[src/rtl/cas_fsk_player.sv]
// Cassette FSK playback: fetches tape bytes from SRAM and plays them LSB-first as 1200/2400 Hz cycles.
// Optional CAS_AUTOREWIND_EN: rewind internally when the motor stops at end of tape.
module cas_fsk_player #(
  parameter int unsigned CLK_HZ = 57272727,
  parameter int unsigned RD_LAT = 2,
  parameter int unsigned AW     = 16
) (
  input  logic          clk,
  input  logic          reset,
  input  logic          en,
  input  logic          rewind,
  input  logic [AW-1:0] tape_len,
  output logic [AW-1:0] mem_addr,
  input  logic [7:0]    mem_data,
  output logic          casdout,
  output logic          busy,
  output logic          eot
);

  localparam int unsigned HALF0 = CLK_HZ / 2400;
  localparam int unsigned HALF1 = CLK_HZ / 4800;
  localparam int unsigned PW    = $clog2(HALF0 + 1);
  localparam int unsigned WW    = (RD_LAT < 1) ? 1 : $clog2(RD_LAT + 1);
  localparam logic [AW-1:0] ADDR_MAX = '1;

  typedef enum logic [1:0] {IDLE, FETCH, PLAY} state_t;

  state_t          state_q, state_d;
  logic [AW-1:0]   addr_q, addr_d;
  logic [7:0]      shift_q, shift_d;
  logic [2:0]      bit_q, bit_d;
  logic [PW-1:0]   cnt_q, cnt_d;
  logic [WW-1:0]   wait_q, wait_d;
  logic            high_q, high_d;
  logic            cas_q, cas_d;
  logic            busy_q, busy_d;
  logic            eot_q, eot_d;
  logic [AW-1:0]   addr_nxt;
  logic            addr_last;

  function automatic logic [PW-1:0] half_load(input logic b);
    return b ? PW'(HALF1 - 1) : PW'(HALF0 - 1);
  endfunction

  // Address saturates at the top of the space, which also counts as end of tape.
  assign addr_nxt  = (addr_q == ADDR_MAX) ? addr_q : addr_q + AW'(1);
  assign addr_last = (addr_q == ADDR_MAX) || (addr_nxt >= tape_len);

`ifdef CAS_AUTOREWIND_EN
  logic en_q;
  always_ff @(posedge clk or posedge reset) begin
    if (reset) en_q <= 1'b0;
    else       en_q <= en;
  end
`endif

  always_comb begin
    state_d = state_q;
    addr_d  = addr_q;
    shift_d = shift_q;
    bit_d   = bit_q;
    cnt_d   = cnt_q;
    wait_d  = wait_q;
    high_d  = high_q;
    cas_d   = cas_q;
    busy_d  = busy_q;
    eot_d   = eot_q;
    if (rewind) begin
      state_d = IDLE;
      addr_d  = '0;
      cas_d   = 1'b0;
      busy_d  = 1'b0;
      eot_d   = 1'b0;
`ifdef CAS_AUTOREWIND_EN
    end else if (eot_q && en_q && !en) begin
      state_d = IDLE;
      addr_d  = '0;
      eot_d   = 1'b0;
`endif
    end else begin
      case (state_q)
        IDLE: begin
          if (addr_q >= tape_len) begin
            eot_d = 1'b1;
          end else begin
            eot_d = 1'b0;
            if (en) begin
              state_d = FETCH;
              busy_d  = 1'b1;
              wait_d  = WW'(RD_LAT);
            end
          end
        end
        FETCH: begin
          if (en) begin
            if (wait_q == '0) begin
              shift_d = mem_data;
              bit_d   = 3'd0;
              cnt_d   = half_load(mem_data[0]);
              high_d  = 1'b1;
              cas_d   = 1'b1;
              state_d = PLAY;
            end else begin
              wait_d = wait_q - WW'(1);
            end
          end
        end
        PLAY: begin
          if (en) begin
            if (cnt_q != '0) begin
              cnt_d = cnt_q - PW'(1);
            end else if (high_q) begin
              high_d = 1'b0;
              cas_d  = 1'b0;
              cnt_d  = half_load(shift_q[0]);
            end else begin
              shift_d = shift_q >> 1;
              bit_d   = bit_q + 3'd1;
              if (bit_q == 3'd7) begin
                addr_d = addr_nxt;
                if (addr_last) begin
                  state_d = IDLE;
                  busy_d  = 1'b0;
                  eot_d   = 1'b1;
                end else begin
                  state_d = FETCH;
                  wait_d  = WW'(RD_LAT);
                end
              end else begin
                high_d = 1'b1;
                cas_d  = 1'b1;
                cnt_d  = half_load(shift_q[1]);
              end
            end
          end
        end
        default: state_d = IDLE;
      endcase
    end
  end

  always_ff @(posedge clk or posedge reset) begin
    if (reset) begin
      state_q <= IDLE;
      addr_q  <= '0;
      shift_q <= '0;
      bit_q   <= '0;
      cnt_q   <= '0;
      wait_q  <= '0;
      high_q  <= 1'b0;
      cas_q   <= 1'b0;
      busy_q  <= 1'b0;
      eot_q   <= 1'b0;
    end else begin
      state_q <= state_d;
      addr_q  <= addr_d;
      shift_q <= shift_d;
      bit_q   <= bit_d;
      cnt_q   <= cnt_d;
      wait_q  <= wait_d;
      high_q  <= high_d;
      cas_q   <= cas_d;
      busy_q  <= busy_d;
      eot_q   <= eot_d;
    end
  end

  assign mem_addr = addr_q;
  assign casdout  = cas_q;
  assign busy     = busy_q;
  assign eot      = eot_q;

endmodule

[config.mk]
export PLATFORM = sky130hd
export DESIGN_NAME = cas_fsk_player
export DESIGN_NICKNAME = d
export VERILOG_FILES = /design/src/rtl/cas_fsk_player.sv
export SDC_FILE = /design/constraint.sdc
export NUM_CORES = 1
export LEC_CHECK = 0
export CAP_MARGIN = 20
export CORE_MARGIN = 8
export CORE_UTILIZATION = 52
export DETAILED_ROUTE_END_ITERATION = 10
export PLACE_DENSITY = 0.78
export SYNTH_ARGS = -nofsm -noshare
export SYNTH_HDL_FRONTEND = slang
export SYNTH_SLANG_ARGS = --single-unit
[constraint.sdc]
create_clock -name clk -period 3.4 [get_ports clk]
set_input_delay 0.68 -clock clk [delete_from_list [all_inputs] [get_ports clk]]
set_output_delay 0.68 -clock clk [all_outputs]
set_load 0.05 [all_outputs]
==> impl_metrics.json <==
{
  "post-dp-hpwl_um": 7620,
  "required_ns": 3.60,
  "ys_top_cells_by_area": "dfrtp_1 (31%), ha_1 (13%), nand2_1 (4.6%)",
  "ys.flop_type": "dfrtp_1",
  "clock-root-buffer": "clkbuf_8",
  "post_drt_wl_per_cell_um": 16.2,
  "min_to": "shift_q[5]",
  "numCtsBuffers": 5,
  "drc": 0,
  "io_pins": 47,
  "setup_viol": 0,
  "drt-initial-drc-count": 304,
  "gp_congestion": 0.924,
  "synth_fp_nets": 529,
  "crit_type": "flop to flop",
  "cts_buffer_depth": 2,
  "cp-end-kind": "flop",
  "worst_pin_slew_ns": 0.725,
  "synth-edff-count": 0,
  "core_area_mm2": 0.00757,
  "grt_pass1_wl_um": 17000,
  "cp-start-kind": "flop",
  "ctsHoldBuffers": 0,
  "clk_pin_slew_ns": 0.10,
  "fin_skew_ns": 0.00599,
  "multiInputGateArea_mm2": 0.00262,
  "synthCells": 459,
  "async_reset_ff_share_pct": 100,
  "crit-reg2reg-capture": "wait_q[1]",
  "firstDrtPassIters": 5,
  "overflow": 0,
  "hold_viol_final": 0,
  "seq_area_mm2": 0.00127,
  "rr_worst_depth": 14,
  "max-vdd-ir-drop_mv": 0.315,
  "min_from": "shift_q[5]",
  "power_density_mw_per_mm2": 438,
  "final_core_util_pct": 66.1,
  "fp.dieArea_mm2": 0.0107,
  "antenna_found_initial": 0,
  "yosysTopAreaCellShare_pct": 31.3,
  "p_leak_nw": 2.21,
  "r2r-start": "mem_addr[5]",
  "synth.distinct_cells": 69,
  "drive_gt1_share_pct": 18.5,
  "grt_usage_pct": 18.6,
  "synth_area_mm2": 0.00399,
  "slew_headroom_pct": 50.4,
  "slew_viol_final": 0,
  "clock_sinks": 50,
  "maxCapViolations": 0,
  "synth-seq-area-share_pct": 31.3,
  "yosysTopAreaCell": "dfrtp_1",
  "crit_path_max_fanout": 6,
  "fmax_mhz": 303,
  "portBuffers": 46,
  "die_w_um": 104,
  "syn_to_final_growth_pct": 25.3,
  "final_nets": 599,
  "die_h_um": 104,
  "hold_depth": 2,
  "yosysWarnings": 0,
  "num_vias": 3672,
  "grt_max_degree": 27,
  "start_util_pct": 52.7,
  "min_period_ns": 3.30,
  "vias_per_cell": 5.81,
  "status": "finished clean",
  "min_path_type": "flop to flop",
  "p_total_mw": 2.19,
  "htreeDepth": 2,
  "fillers": 617,
  "insertion_delay_ns": 0.31,
  "grt_pass1_vias": 3553,
  "cts_tree": "done",
  "ys_ff_latch": 50,
  "hold_ws_ns": 0.495,
  "drtAntennaViolNets": 0,
  "setup_ws_ns": 0.0952,
  "routed_wl_um": 10200,
  "arrival_ns": 3.51,
  "diodes": 0,
  "synth.avg_cell_area_um2": 8.70,
  "fin_crit_sh_pct": 97.2,
  "dp_slack_ns": 0.0198,
  "r2r_slack_ns": 0.1,
  "rows": 32
}
## cell families after synthesis
logic type,count (synthesis),synth area share [%]
buffers and inverters,53,5.80
adders and majority gates,42,13.2
and+or+nand+nor,169,23.1
muxes,18,4.80
xor gates and xnor gates,22,4.83
DFF,50,31.3
AOI/OAI and AO/OA,105,17.0
## worst max-delay path: stages, from the launching register on
cell and delay (ns):
dfrtp_2 0.37, buf_4 0.16, nand2_2 0.12, nor3_2 0.17
buf_4 0.17, nand4_1 0.13, xor2_1 0.23, nand2_1 0.11
ha_1 0.30, nand4_1 0.23, nor3_4 0.30, o311ai_4 0.16
and4b_1 0.21, o221ai_2 0.23, mux2_4 0.32
## cells in the final DEF (no fill, tap or decap), drive strengths merged, types with 22 or more instances in the layout
cell type	count
dfrtp	50
nand2	49
clkdlybuf4s50	46
nor2	43
ha	42
buf	37
inv	33
o21ai	33
a21oi	26
nor3	22
## worst max-delay path by stage
| stage | start | end | slack [ns] | cells after the start |
|---|---|---|---|---|
| after global routing | mem_addr[7] | wait_q[1] | -0.06 | 14 |
| after CTS | mem_addr[5] | wait_q[1] | 0.03 | 14 |
| after global placement | mem_addr[0] | wait_q[1] | 0.08 | 12 |
| after detailed placement | mem_addr[5] | wait_q[1] | 0.02 | 14 |
| final | mem_addr[5] | wait_q[1] | 0.1 | 14 |
| after floorplan | mem_addr[3] | wait_q[1] | -0.16 | 14 |
## synth_stat cells, types with 5 or more instances
cell,n
nand3_1,7
nor3_1,14
nand4_1,9
a31oi_1,5
and3_1,5
nand2b_1,5
xor2_1,10
mux2i_1,12
dfrtp_1,50
a211oi_1,5
nor2b_1,7
inv_1,32
ha_1,42
mux2_2,5
a21oi_1,25
xnor2_1,12
buf_2,6
nand2_1,49
a21o_1,5
nor3_2,8
clkbuf_1,8
nor2_1,43
o21ai_0,30
## layer usage
layer,wire length (um),part of all wire (%),GRT usage (%)
met4,93,0.91,4.09
met3,569,5.6,3.47
met2,4780,47,30.7
met1,4790,47,24.7
met5,0,0,0
## repair_timing
item | in CTS | in global routing
setup buffers | 0 | 5
pin swaps | 0 | 13
gates resized for setup | 3 | 14
setup endpoints to repair | 1 | 5
## metrics by stage
stage | TNS [ns] | instances | area, um^2
5_1_grt | -0.200 | 632 | 5000
4_1_cts | 0 | 627 | 4880
6_report | 0 | 632 | 5000
3_3_place_gp | 0 | 619 | 4740
2_1_floorplan | -0.157 | 459 | 4050
3_5_place_dp | 0 | 619 | 4740
## power by group
| part | switching [mW] | internal, mW |
|---|---|---|
| sequential | 0.169 | 0.757 |
| combinational | 0.470 | 0.349 |
| clock | 0.225 | 0.224 |
| total | 0.864 | 1.33 |
## area by class of cell
class	instances	area share, %
clock buffers	5	1.38
clock inverters	3	0.951
inverters	33	2.48
multi-input cells	356	52.5
flip-flops and latches	50	25.3
well taps	102	2.55
repair buffers	83	14.8
## sequential cells by signal (all words and copies together), names as in the netlist
signal    cells
wait_q        2
bit_q         3
eot           1
state_q       2
mem_addr     16
busy          1
casdout       1
cnt_q        15
high_q        1
shift_q       8
Note: power is estimated with default switching activity, not from simulation.
